**src/rtl/bcd_mod_counter_pkg.sv**
```systemverilog
// Shared constants and constant functions for the BCD modulo counter.
// A BCD bus here is at most four digits wide, and digit 0 sits in bits [3:0].
package bcd_mod_counter_pkg;

    localparam int BCD_W      = 4;
    localparam int BCD_MAX    = 9;
    localparam int MAX_DIGITS = 4;
    localparam int BCD_BUS_W  = BCD_W * MAX_DIGITS;

    // Packed BCD converted to binary; assumes every digit is already 0..9.
    function automatic int unsigned bcd2bin(input logic [BCD_BUS_W-1:0] bcd);
        int unsigned acc;
        acc = 32'd0;
        for (int i = MAX_DIGITS - 1; i >= 0; i--) begin
            acc = acc * 32'd10 + 32'(bcd[i*BCD_W +: BCD_W]);
        end
        return acc;
    endfunction

    // Binary converted to packed BCD, four digits.
    function automatic logic [BCD_BUS_W-1:0] bin2bcd(input int unsigned value);
        logic [BCD_BUS_W-1:0] bcd;
        int unsigned          rem;
        bcd = '0;
        rem = value;
        for (int i = 0; i < MAX_DIGITS; i++) begin
            bcd[i*BCD_W +: BCD_W] = 4'(rem % 32'd10);
            rem                   = rem / 32'd10;
        end
        return bcd;
    endfunction

endpackage

```
**src/rtl/bcd_mod_counter_digit.sv**
```systemverilog
// Single BCD digit step: increment or decrement by carry-in, with decimal carry/borrow out.
// The module is named bcd_digit and is instantiated once per digit by bcd_mod_counter.
module bcd_digit
    import bcd_mod_counter_pkg::*;
(
    input  logic [BCD_W-1:0] digit_i,
    input  logic             up_i,
    input  logic             cin_i,
    output logic [BCD_W-1:0] digit_o,
    output logic             cout_o
);

    // A digit moves only when every lower digit rolls over, which is what cin_i signals.
    always_comb begin
        digit_o = digit_i;
        cout_o  = 1'b0;
        if (!cin_i) begin
            digit_o = digit_i;
            cout_o  = 1'b0;
        end else if (up_i) begin
            if (digit_i >= 4'(BCD_MAX)) begin
                digit_o = 4'd0;
                cout_o  = 1'b1;
            end else begin
                digit_o = digit_i + 4'd1;
                cout_o  = 1'b0;
            end
        end else begin
            if (digit_i == 4'd0) begin
                digit_o = 4'(BCD_MAX);
                cout_o  = 1'b1;
            end else begin
                digit_o = digit_i - 4'd1;
                cout_o  = 1'b0;
            end
        end
    end

endmodule

```
**src/rtl/bcd_mod_counter.sv**
```systemverilog
// Up/down BCD counter modulo MODULUS with validated synchronous load and a cascade carry.
// CO is combinational so that a chained counter advances on the same edge as the wrap.
module bcd_mod_counter
    import bcd_mod_counter_pkg::*;
#(
    parameter int MODULUS = 60,
    parameter int DIGITS  = 2
) (
    input  logic                    CP,
    input  logic                    CR,
    input  logic                    EN,
    input  logic                    UP,
    input  logic                    LD,
    input  logic [BCD_W*DIGITS-1:0] D,
    output logic [BCD_W*DIGITS-1:0] Q,
    output logic                    CO,
    output logic                    ERR
);

    localparam int                    W         = BCD_W * DIGITS;
    localparam logic [BCD_BUS_W-1:0]  TERM_FULL = bin2bcd(32'(MODULUS - 1));
    localparam logic [W-1:0]          TERM_BCD  = TERM_FULL[W-1:0];
    localparam int unsigned           MOD_U     = 32'(MODULUS);

    logic [W-1:0]         q_q;
    logic [W-1:0]         q_d;
    logic                 err_q;
    logic                 err_d;
    logic [W-1:0]         step_s;
    logic [DIGITS:0]      carry_s;
    logic [BCD_BUS_W-1:0] d_pad_s;
    logic                 digits_ok_s;
    logic                 load_ok_s;
    logic                 at_max_s;
    logic                 at_zero_s;
    logic                 at_term_s;
    logic                 wrap_s;

    assign carry_s[0] = 1'b1;

    generate
        for (genvar g = 0; g < DIGITS; g++) begin : g_digit
            bcd_digit u_digit (
                .digit_i (q_q[g*BCD_W +: BCD_W]),
                .up_i    (UP),
                .cin_i   (carry_s[g]),
                .digit_o (step_s[g*BCD_W +: BCD_W]),
                .cout_o  (carry_s[g+1])
            );
        end
    endgenerate

    // Load value is accepted only if each digit is decimal and the value is in range.
    always_comb begin
        d_pad_s        = '0;
        d_pad_s[W-1:0] = D;
        digits_ok_s    = 1'b1;
        for (int i = 0; i < DIGITS; i++) begin
            if (D[i*BCD_W +: BCD_W] > 4'(BCD_MAX)) begin
                digits_ok_s = 1'b0;
            end else begin
                digits_ok_s = digits_ok_s;
            end
        end
        load_ok_s = digits_ok_s && (bcd2bin(d_pad_s) < MOD_U);
    end

    assign at_max_s  = (q_q == TERM_BCD);
    assign at_zero_s = (q_q == '0);
    assign at_term_s = UP ? at_max_s : at_zero_s;
    // Carry out of the top digit implies the terminal count anyway; folding it in is harmless.
    assign wrap_s    = at_term_s | carry_s[DIGITS];
    assign CO        = EN & ~LD & at_term_s;

    // Next-state selection: load beats count, and a held count keeps its value.
    always_comb begin
        q_d   = q_q;
        err_d = 1'b0;
        if (LD) begin
            if (load_ok_s) begin
                q_d   = D;
                err_d = 1'b0;
            end else begin
                q_d   = '0;
                err_d = 1'b1;
            end
        end else if (EN) begin
            if (wrap_s) begin
                q_d = UP ? '0 : TERM_BCD;
            end else begin
                q_d = step_s;
            end
        end else begin
            q_d = q_q;
        end
    end

    // Count and error-flag registers, cleared asynchronously by CR.
    always_ff @(posedge CP or posedge CR) begin
        if (CR) begin
            q_q   <= '0;
            err_q <= 1'b0;
        end else begin
            q_q   <= q_d;
            err_q <= err_d;
        end
    end

    assign Q   = q_q;
    assign ERR = err_q;

endmodule
```
**config.mk**
```make
export PLATFORM = sky130hd
export DESIGN_NAME = bcd_mod_counter
export DESIGN_NICKNAME = d
export VERILOG_FILES = /design/src/rtl/bcd_mod_counter_pkg.sv /design/src/rtl/bcd_mod_counter_digit.sv /design/src/rtl/bcd_mod_counter.sv
export SDC_FILE = /design/constraint.sdc
export NUM_CORES = 1
export LEC_CHECK = 0
export ABC_AREA = 1
export BUFFER_PORTS_ARGS = -buffer_cell sky130_fd_sc_hd__buf_2
export CORE_ASPECT_RATIO = 0.75
export CORE_MARGIN = 5
export CORE_UTILIZATION = 52
export CTS_CLUSTER_DIAMETER = 60
export DETAILED_ROUTE_END_ITERATION = 8
export GPL_ROUTABILITY_DRIVEN = 0
export PLACE_DENSITY = 0.77
export SLEW_MARGIN = 20
export SYNTH_ARGS = -nofsm -noshare
export SYNTH_HDL_FRONTEND = slang
export SYNTH_HIERARCHICAL = 1
export SYNTH_SLANG_ARGS = --single-unit
```
**constraint.sdc**
```tcl
create_clock -name CP -period 1.9 [get_ports CP]
set_clock_uncertainty 0.05 [all_clocks]
set_input_delay 0.475 -clock CP [delete_from_list [all_inputs] [get_ports CP]]
set_output_delay 0.475 -clock CP [all_outputs]
set_load 0.02 [all_outputs]
```
==> results.md, run 1 <==
* First DRT Iteration DRCs at 197
* Share of cells above drive strength 1 at 0.354
* Largest net degree at the start of global routing at 12
* DR vias at 1837
* I/O Buffers at 22
* Max-cap viol count at 0
* Final worst setup slack at -0.244 ns
* TritonCTS clock tree: yes
* Seq/Total Area, Yosys at 0.154
* Total power at 1.53 mW
* Failing checks: negative setup slack
* Gr usage total at 0.219
* WL final at 4580 um
* Hold slack at 0.141 ns
* H-tree Lvls at 1
* RSZ-0062 raised after global routing: true
* # IOs at 23
* Design area at 2160 um2
* Dpl cells at 335
* Final setup violation count at 9
* Cell area after synthesis at 1470 um2
* Yosys warns at 6
* First-pass iteration count of the detailed router at 8
* Setup CP Type: in -> reg
* RR Startpoint: Q[0]
* Post-synth cell types at 23
* Max clock buf depth at 2
* Grt ovf at 0
* Synth Register Bits at 9
* Placed Area at 1890 um2
* Die span in y at 56.0 um
* Core ar. at 2660 um2
* CP max-delay cell: fa_1
* Async SR Flop Fraction at 1.00
* Fin. max-slew vios at 0
* Reg2reg end: Q[0]
* Post-synthesis area per instance at 6.05 um2
* Main synth FF type: dfrtp_1
* Antenna Violating Nets Remaining at 0
* Hpwl dp at 3200 um
* Clock buffer count from CTS at 3
* Rel. slew slack at 0.606
* Crit path launch: D[7]
* Final hold vios at 0
* Least-Margin Pin Slew at 0.589 ns
* Global-route wire length before repair at 7100 um
* Vias in the first global route at 1537
* DR DRC count at 0
* Max FO, Critical Path at 5
* R2R Setup Slk at -0.18 ns
* Leakage at 1.23 nW
* Initial antenna violation count at 0
* Clock tree root driver cell: clkbuf_8
* Cell taking the most area after synthesis: nand2_1
* Wire length per cell at 13.1 um
* Most used cell, CP: nand2_1
* R2r worst-path depth at 12
* CP Cell Sequence: buf_8 > ha_4 > ha_4 > fa_1 > nand2_1 > nor2_1 > nand2_1 > nand2_1 > nand2_2 > nor2_4 > nand3_2 > nand3_2
* Required @ worst endpoint at 2.02 ns
* Post-route minimum period at 2.14 ns
* Sink Count at 9
* Worst Setup End Kind: flop
* Die Wd at 71.3 um
* Vias/cell at 5.25
* Min-delay worst type: in -> async
* Fin crit share at 1.13
* Layout Cells excl Fill at 350
* Clk Latency, worst-skew pair at 0.23 ns
* Final core occ at 0.810
* EDFF count, synth at 0
* Setup crit end: Q[3]
* # rows at 16
* Crit path DAT at 2.26 ns
* Max VDD drop at 0.000585 V
* Die area at 3990 um2
* FMAX at 466 MHz
* Most frequent cells in the layout: 69 x nand2_1, 34 x inv_1, 33 x buf_4
* FILL cells at 180
* Clock slew at the register clock pins of the worst setup and hold paths at 0.04 ns
* Outcome: complete, but fails checks
* Yosys top cell area share at 0.179
* Initial Utilization at 0.550
* Commonest non-fill, non-tap cell in the layout: nand2_1
* Mapped Cells at 242
* Final #Nets at 344
* Startpoint Class: input pin
* Power per Cell Area at 708 nW/um2
* Worst stage delay on the critical path at 0.51 ns
* Synth area leaders: nand2_1 18%, dfrtp_1 15%, nand3_1 13%
* Diodes inserted at 0
* Area grow syn2layout at 47.2%
[worst min path at each step]
stage | from | to | slack [ns]
after global placement | CR | Q[1] | 0.40
after global routing | CR | ERR | 0.16
after CTS | CR | Q[1] | 0.15
after detailed placement | CR | ERR | 0.40
after floorplan | CR | ERR | 0.25
final | CR | ERR | 0.14
[cell families after synthesis]
group | count (synthesis) | synth area share
AO/OA/AOI/OAI | 22 | 0.0871
adder cells (fa/ha/maj) | 16 | 0.147
other | 1 | 0.00256
XOR/XNOR | 4 | 0.0239
flip-flops | 9 | 0.154
buffers and inverters | 40 | 0.103
AND/OR/NAND/NOR | 150 | 0.482
[where the power goes]
part / leakage (nW) / total, mW / internal, mW / switching, mW
registers: 0.118 / 0.253 / 0.223 / 0.0299
clock network: 0.0228 / 0.222 / 0.146 / 0.0759
logic: 1.09 / 1.05 / 0.455 / 0.597
[layer usage]
layer	track usage	share of wire	vias to the layer above
met3	0.0487	0.083	7
met4	0.0483	0.0081	0
met2	0.331	0.47	92
met1	0.314	0.44	823
li1	-	-	915
met5	0	0	-
[worst max-delay path, delay by kind of cell]
family	cells	cell delay, ns
AND/OR/NAND/NOR	8	0.78
adder cells (fa/ha/maj)	3	0.90
buffers and inverters	1	0.10
[cell usage after synthesis, types with 2 or more instances]
cell type and number:
nand4_1 3, nand2_1 70, nor2_1 17, fa_1 2
inv_2 2, a21oi_1 8, xor2_1 4, o21ai_0 8
a21oi_2 2, dfrtp_1 9, o211ai_1 4, inv_1 36
nand3_2 6, nand3b_1 2, nand2_2 10, nand3_1 39
ha_1 14
[registers in the layout, indices dropped and copies added (netlist names)]
signal  count
Q           8
ERR         1
[what timing repair did]
item	in CTS	in global routing
hold buffers	0	0
buffers inserted	2	10
resized for setup	20	19
gates cloned	1	0
pin swaps	5	13
endpoints found under the setup margin	10	10
[area by class of cell]
cell class,count,area (um2),area share
multi-input cells,201,1250,0.578
flip-flops and latches,9,226,0.105
well taps,36,45.0,0.0209
repair buffers,61,448,0.208
inverters,39,146,0.0679
clock buffers,4,45.0,0.0209
[per-stage QoR]
step	setup slack, ns	TNS (ns)
floorplan	-0.267	-2.32
global placement	-0.496	-4.41
detailed placement	-0.553	-4.76
CTS	-0.199	-1.50
global route	-0.351	-2.91
finish	-0.244	-1.77
Note: power is estimated with default switching activity, not from simulation.
==> run 2, diff against run 1 <==
--- a/config.mk
+++ b/config.mk
@@ -5,16 +5,14 @@
 export SDC_FILE = /design/constraint.sdc
 export NUM_CORES = 1
 export LEC_CHECK = 0
-export ABC_AREA = 1
 export BUFFER_PORTS_ARGS = -buffer_cell sky130_fd_sc_hd__buf_2
 export CORE_ASPECT_RATIO = 0.75
 export CORE_MARGIN = 5
-export CORE_UTILIZATION = 52
+export CORE_UTILIZATION = 51
 export CTS_CLUSTER_DIAMETER = 60
 export DETAILED_ROUTE_END_ITERATION = 8
 export GPL_ROUTABILITY_DRIVEN = 0
-export PLACE_DENSITY = 0.77
-export SLEW_MARGIN = 20
+export PLACE_DENSITY = 0.76
 export SYNTH_ARGS = -nofsm -noshare
 export SYNTH_HDL_FRONTEND = slang
 export SYNTH_HIERARCHICAL = 1
==> run 2 against run 1 <==
Cell count is 26% lower. Synthesized cell count shrank 37%. Die area shrank 3.8%. Hold slack lost 0.022 ns. Sequential share of layout area rose by 0.20 points. Sequential power rose by 2%. The flow still finishes with violations (negative setup slack). Synthesized area decreased by 6.3%. Maximum frequency is 14% lower. Setup slack lost 0.34 ns. Global-route usage rose by 5.1 points. Core utilization is 0.76 points higher. Wire length rose by 15%.
==> results.md, run 2 <==
* Outcome: complete, but fails checks
* Failing checks: negative setup slack
* Met2 usage at 0.461
* DR vias at 1640
* Post-synthesis compound-gate area fraction at 0.327
* Max-cap viol count at 0
* Share of cells above drive strength 1 at 0.554
* Final #Nets at 252
* Combinational cell fraction of total power at 0.703
* Fin crit share at 1.31
* Max VDD drop at 0.000388 V
* Wire length per cell at 20.4 um
* Startpoint Class: flop
* H-tree Lvls at 1
* Required @ worst endpoint at 2.01 ns
* Setup CP Type: reg -> reg
* Initial antenna violation count at 0
* Top cells by count, synth: 14 x ha_1, 12 x inv_1, 10 x nor2_1, 9 x dfrtp_1, 7 x nand2_1
* Die Wd at 69.9 um
* Clock share of power at 0.114
* Main combinational cell family by area after synthesis: compound AO/OA/AOI/OAI gates
* Met3 usage in global routing at 0.0758
* Largest net degree at the start of global routing at 14
* EDFF count, synth at 0
* Clock buffer count from CTS at 3
* Final worst setup slack at -0.589 ns
* Commonest non-fill, non-tap cell in the layout: buf_4
* # rows at 16
* GR peak layer: met2
* # IOs at 23
* Most frequent cells in the layout: 46 x buf_4, 19 x buf_2, 10 x inv_1
* Cell area after synthesis at 1370 um2
* Leakage at 0.975 nW
* TritonCTS clock tree: yes
* Final hold vios at 0
* Switching power at 0.611 mW
* Diodes inserted at 0
* Clock slew at the register clock pins of the worst setup and hold paths at 0.07 ns
* Seq pwr share at 0.183
* Final setup violation count at 10
* Clk Latency, worst-skew pair at 0.28 ns
* Core ar. at 2600 um2
* Hold_buf cts at 0
* Largest register FFs at 8
* Min-delay worst type: in -> async
* Post-route minimum period at 2.49 ns
* Worst slack, placed at -0.575 ns
* CP Cell Sequence: inv_4 > ha_4 > or3b_4 > a21boi_2 > nor2_2 > buf_4 > o21ai_2 > nor2_2 > buf_4 > a21oi_4 > o21ai_4 > a31oi_1 > o2bb2ai_1
* Antenna Violating Nets Remaining at 0
* Clock tree root driver cell: clkbuf_4
* Internal at 0.796 mW
* WL final at 5260 um
* Cell taking the most area after synthesis: dfrtp_1
* Initial Utilization at 0.527
* Grt ovf at 0
* Total power at 1.41 mW
* Async SR Flop Fraction at 1.00
* Seq/Total Area, Yosys at 0.164
* Mux contribution to synthesized area at 0.0255
* Design area at 2130 um2
* Post-synthesis area per instance at 9.03 um2
* Final core occ at 0.818
* Post-synth cell types at 50
* RSZ-0062 raised after global routing: true
* Post-synthesis adder-cell area fraction at 0.157
* Power per Cell Area at 661 nW/um2
* Yosys top cell area share at 0.164
* Buf/Inv on CP at 3
* Placed Area at 1900 um2
* Main synth FF type: dfrtp_1
* Max clock buf depth at 2
* Die span in y at 54.9 um
* Sw Ratio at 0.434
* Hpwl dp at 3410 um
* FMAX at 402 MHz
* DR DRC count at 0
* Synth area leaders: dfrtp_1 16%, ha_1 13%, buf_6 3.3%
* Yosys warns at 6
* Fin. max-slew vios at 0
* Simple-Gate Fraction of Synth Area at 0.238
* Vias/cell at 6.36
* Die area at 3840 um2
* First-pass iteration count of the detailed router at 4
* I/O Buffers at 22
* Max FO, Critical Path at 4
* Mapped Cells at 152
* Vias in the first global route at 1650
* First DRT Iteration DRCs at 183
* Count leader, synth: ha_1
* FILL cells at 157
* CP max-delay cell: dfrtp_2
* Global-route wire length before repair at 7800 um
* XOR/XNOR Fraction of Synth Area at 0.0128
* Synth Register Bits at 9
* Worst Setup End Kind: flop
* Sink Count at 9
* Met1 usage at 0.315
* Syn Nets at 181
* Area grow syn2layout at 55.1%
* Gr usage total at 0.269
* Crit path DAT at 2.60 ns
* CP delay by family, top: compound AO/OA/AOI/OAI gates
* Worst stage delay on the critical path at 0.47 ns
-- run 2: cell count changes after synthesis, sizes merged, moves of 5 or more --
cell   previous run  this run
nor2             18        10
nand2            80         7
nand3            45         4
buf               1         6
inv              38        12
a21oi            10         5
-- run 2: repair_timing --
item / in CTS / in global routing
pin swaps: 9 / 9
resized for setup: 24 / 6
setup endpoints to repair: 10 / 10
setup buffers: 7 / 2
-- run 2: path summary, 6_finish.rpt --
check | cells past startpoint | start | endpoint | slack [ns]
worst max-delay path | 13 | Q[0] | Q[0] | -0.59
worst min-delay path | 2 | CR | Q[0] | 0.12
worst max register to register | 13 | Q[0] | Q[0] | -0.59
worst min register to register | 2 | Q[6] | Q[6] | 0.73
max in group asynchronous | 2 | CR | Q[1] | 1.37
min in group CP | 2 | D[0] | Q[0] | 0.40
-- run 2: power by group through the flow --
stage                     registers, mW  logic (mW)  clock network [mW]
after CTS                         0.255       0.897               0.159
after global routing              0.260        1.05               0.178
after detailed placement          0.254       0.799                   0
final                             0.257       0.989               0.160
after global placement            0.253       0.766                   0
after floorplan                   0.296       0.453                   0
-- run 2: kinds of logic (layout without fill, tap and decap cells) --
| logic type | after synthesis | count (layout) |
|---|---|---|
| buffers and inverters | 18 | 88 |
| adders and majority gates | 16 | 16 |
| and+or+nand+nor | 47 | 47 |
| xor gates and xnor gates | 2 | 2 |
| other | 1 | 1 |
| AOI/OAI and AO/OA | 56 | 56 |
| DFF | 9 | 9 |
| muxes | 3 | 3 |
-- run 2: cell type report --
cell class,count,area (um2),share of cell area
clock buffers,4,26.3,0.0123
inverters,12,50.0,0.0235
multi-input cells,125,1240,0.582
flip-flops and latches,9,228,0.107
well taps,36,45.0,0.0212
repair buffers,72,541,0.254
-- run 2: through the flow --
step | TNS (ns) | hold slack, ns | instances
5_1_grt | -5.56 | 0.139 | 258
4_1_cts | -3.99 | 0.108 | 256
6_report | -4.93 | 0.119 | 258
3_5_place_dp | -4.98 | 0.403 | 245
2_1_floorplan | -3.33 | 0.253 | 152
3_3_place_gp | -4.46 | 0.394 | 245
-- run 2: metal layers --
metal	vias up	part of all wire	wire [um]
li1	732	-	-
met1	784	0.40	2100
met2	102	0.49	2570
met3	22	0.080	422
met4	0	0.031	163
met5	-	0	0
==> run 3, diff against run 2 <==
--- a/config.mk
+++ b/config.mk
@@ -8,11 +8,11 @@
 export BUFFER_PORTS_ARGS = -buffer_cell sky130_fd_sc_hd__buf_2
 export CORE_ASPECT_RATIO = 0.75
 export CORE_MARGIN = 5
-export CORE_UTILIZATION = 51
+export CORE_UTILIZATION = 61
 export CTS_CLUSTER_DIAMETER = 60
 export DETAILED_ROUTE_END_ITERATION = 8
 export GPL_ROUTABILITY_DRIVEN = 0
-export PLACE_DENSITY = 0.76
+export PLACE_DENSITY = 0.86
 export SYNTH_ARGS = -nofsm -noshare
 export SYNTH_HDL_FRONTEND = slang
 export SYNTH_HIERARCHICAL = 1
==> constraint.sdc (replaced) <==
create_clock -name CP -period 2.9 [get_ports CP]
set_clock_uncertainty 0.05 [all_clocks]
set_input_delay 0.725 -clock CP [delete_from_list [all_inputs] [get_ports CP]]
set_output_delay 0.725 -clock CP [all_outputs]
set_load 0.01 [all_outputs]
==> run 3 against run 2 <==
The run now ends clean. Clock-buffer cell count stayed put. Cell area fell by 28%. Power fell by 54%. Via count shrank 16%. Core utilization shrank 7.3 points. Sequential cell count did not move. Non-clock buffer count shrank 43. Highest routed layer unchanged.
==> results.md, run 3 (same netlist as run 2, synthesis figures left out) <==
* TritonCTS clock tree: yes
* Antenna Violating Nets Remaining at 0
* Max-cap viol count at 0
* R2r worst-path depth at 11
* Die span in y at 51.1 um
* Min-delay worst type: in -> async
* Buf/Inv on CP at 1
* Leakage at 0.719 nW
* Most frequent cells in the layout: 22 x buf_2, 14 x ha_1, 12 x inv_1
* DR DRC count at 0
* Hpwl dp at 2800 um
* Area grow syn2layout at 12.1%
* H-tree Lvls at 1
* Setup CP Type: in -> reg
* Final hold vios at 0
* Clock tree root driver cell: clkbuf_4
* Wire length per cell at 17.7 um
* CP delay by family, top: adder cells
* Commonest non-fill, non-tap cell in the layout: buf_2
* Startpoint Class: input pin
* Sink Count at 9
* Vias in the first global route at 1241
* WL final at 3590 um
* Clk Latency, worst-skew pair at 0.27 ns
* Final setup violation count at 0
* Outcome: completed
* First-pass iteration count of the detailed router at 4
* Die area at 3310 um2
* First DRT Iteration DRCs at 165
* DR vias at 1372
* Largest register FFs at 8
* Power per Cell Area at 423 nW/um2
* Fin. max-slew vios at 0
* Crit path DAT at 2.93 ns
* Worst Setup End Kind: flop
* Clock slew at the register clock pins of the worst setup and hold paths at 0.07 ns
* Clock buffer count from CTS at 3
* Required @ worst endpoint at 3.06 ns
* Core ar. at 2070 um2
* Largest net degree at the start of global routing at 14
* Reg2reg end: Q[4]
* Gr usage total at 0.227
* Die Wd at 64.8 um
* Share of cells above drive strength 1 at 0.302
* RR Startpoint: Q[0]
* Final #Nets at 209
* Global-route wire length before repair at 5980 um
* R2R Setup Slk at 0.23 ns
* Max clock buf depth at 2
* Max VDD drop at 0.000227 V
* Initial antenna violation count at 0
* Post-route minimum period at 2.76 ns
* # IOs at 23
* I/O Buffers at 22
* CP Cell Sequence: buf_2 > ha_1 > ha_1 > fa_1 > nand4b_1 > a21oi_1 > o21ai_1 > nor3_4 > a21o_1
* Total power at 0.652 mW
* Diodes inserted at 0
* Max FO, Critical Path at 6
* Worst stage delay on the critical path at 0.56 ns
* RSZ-0062 raised after global routing: false
* Hold slack at 0.352 ns
* # rows at 14
* Vias/cell at 6.76
* Fin crit share at 0.953
* Grt ovf at 0
* Initial Utilization at 0.664
* Most used cell, CP: ha_1
* FMAX at 362 MHz
* CP max-delay cell: fa_1
-- run 3: changes by cell type in the layout (fill, tap and decap cells not counted), sizes merged --
cell / before / now
buf: 72 / 29
-- run 3: timing repair --
action                                  4_1_cts  5_1_grt
setup buffers                                 0        2
resized for setup                             0        1
hold buffers                                  0        0
endpoints found under the setup margin        0        8
-- run 3: layout make-up --
cell class / count / area, um2
flip-flops and latches: 9 / 225
repair buffers: 29 / 163
inverters: 12 / 45.0
well taps: 24 / 30.0
fillers: 162 / 528
clock buffers: 4 / 26.3
multi-input cells: 125 / 1050
-- run 3: routing by layer --
layer	global-route usage	wire (um)	vias to the layer above	part of all wire
li1	-	-	647	-
met1	0.316	1570	651	0.44
met2	0.355	1690	70	0.47
met3	0.0592	317	4	0.088
met4	0.0491	19	0	0.0053
met5	0	0	-	0
-- run 3: power by group --
part | internal [mW] | switching [mW] | leakage [nW]
clock | 0.0534 | 0.0500 | 0.0150
combinational | 0.175 | 0.200 | 0.586
sequential | 0.141 | 0.0320 | 0.118
-- run 3: how the worst max path moves through the flow --
stage / to / from / cells after the start
after detailed placement: Q[7] / D[5] / 9
after global routing: Q[6] / Q[0] / 10
after CTS: Q[4] / Q[0] / 11
final: Q[7] / D[5] / 9
after global placement: Q[5] / D[5] / 9
after floorplan: Q[5] / D[5] / 7
-- run 3: metrics by stage --
| step | utilization | setup WS, ns | std cells | instance area, um2 | setup TNS (ns) |
|---|---|---|---|---|---|
| finish | 0.745 | 0.136 | 203 | 1540 | 0 |
| global route | 0.745 | 0.0450 | 203 | 1540 | 0 |
| CTS | 0.736 | 0.0816 | 201 | 1520 | 0 |
| detailed placement | 0.723 | -0.0549 | 197 | 1500 | -0.296 |
| global placement | 0.723 | 0.0768 | 197 | 1500 | 0 |
| floorplan | - | 0.314 | 152 | 1370 | 0 |
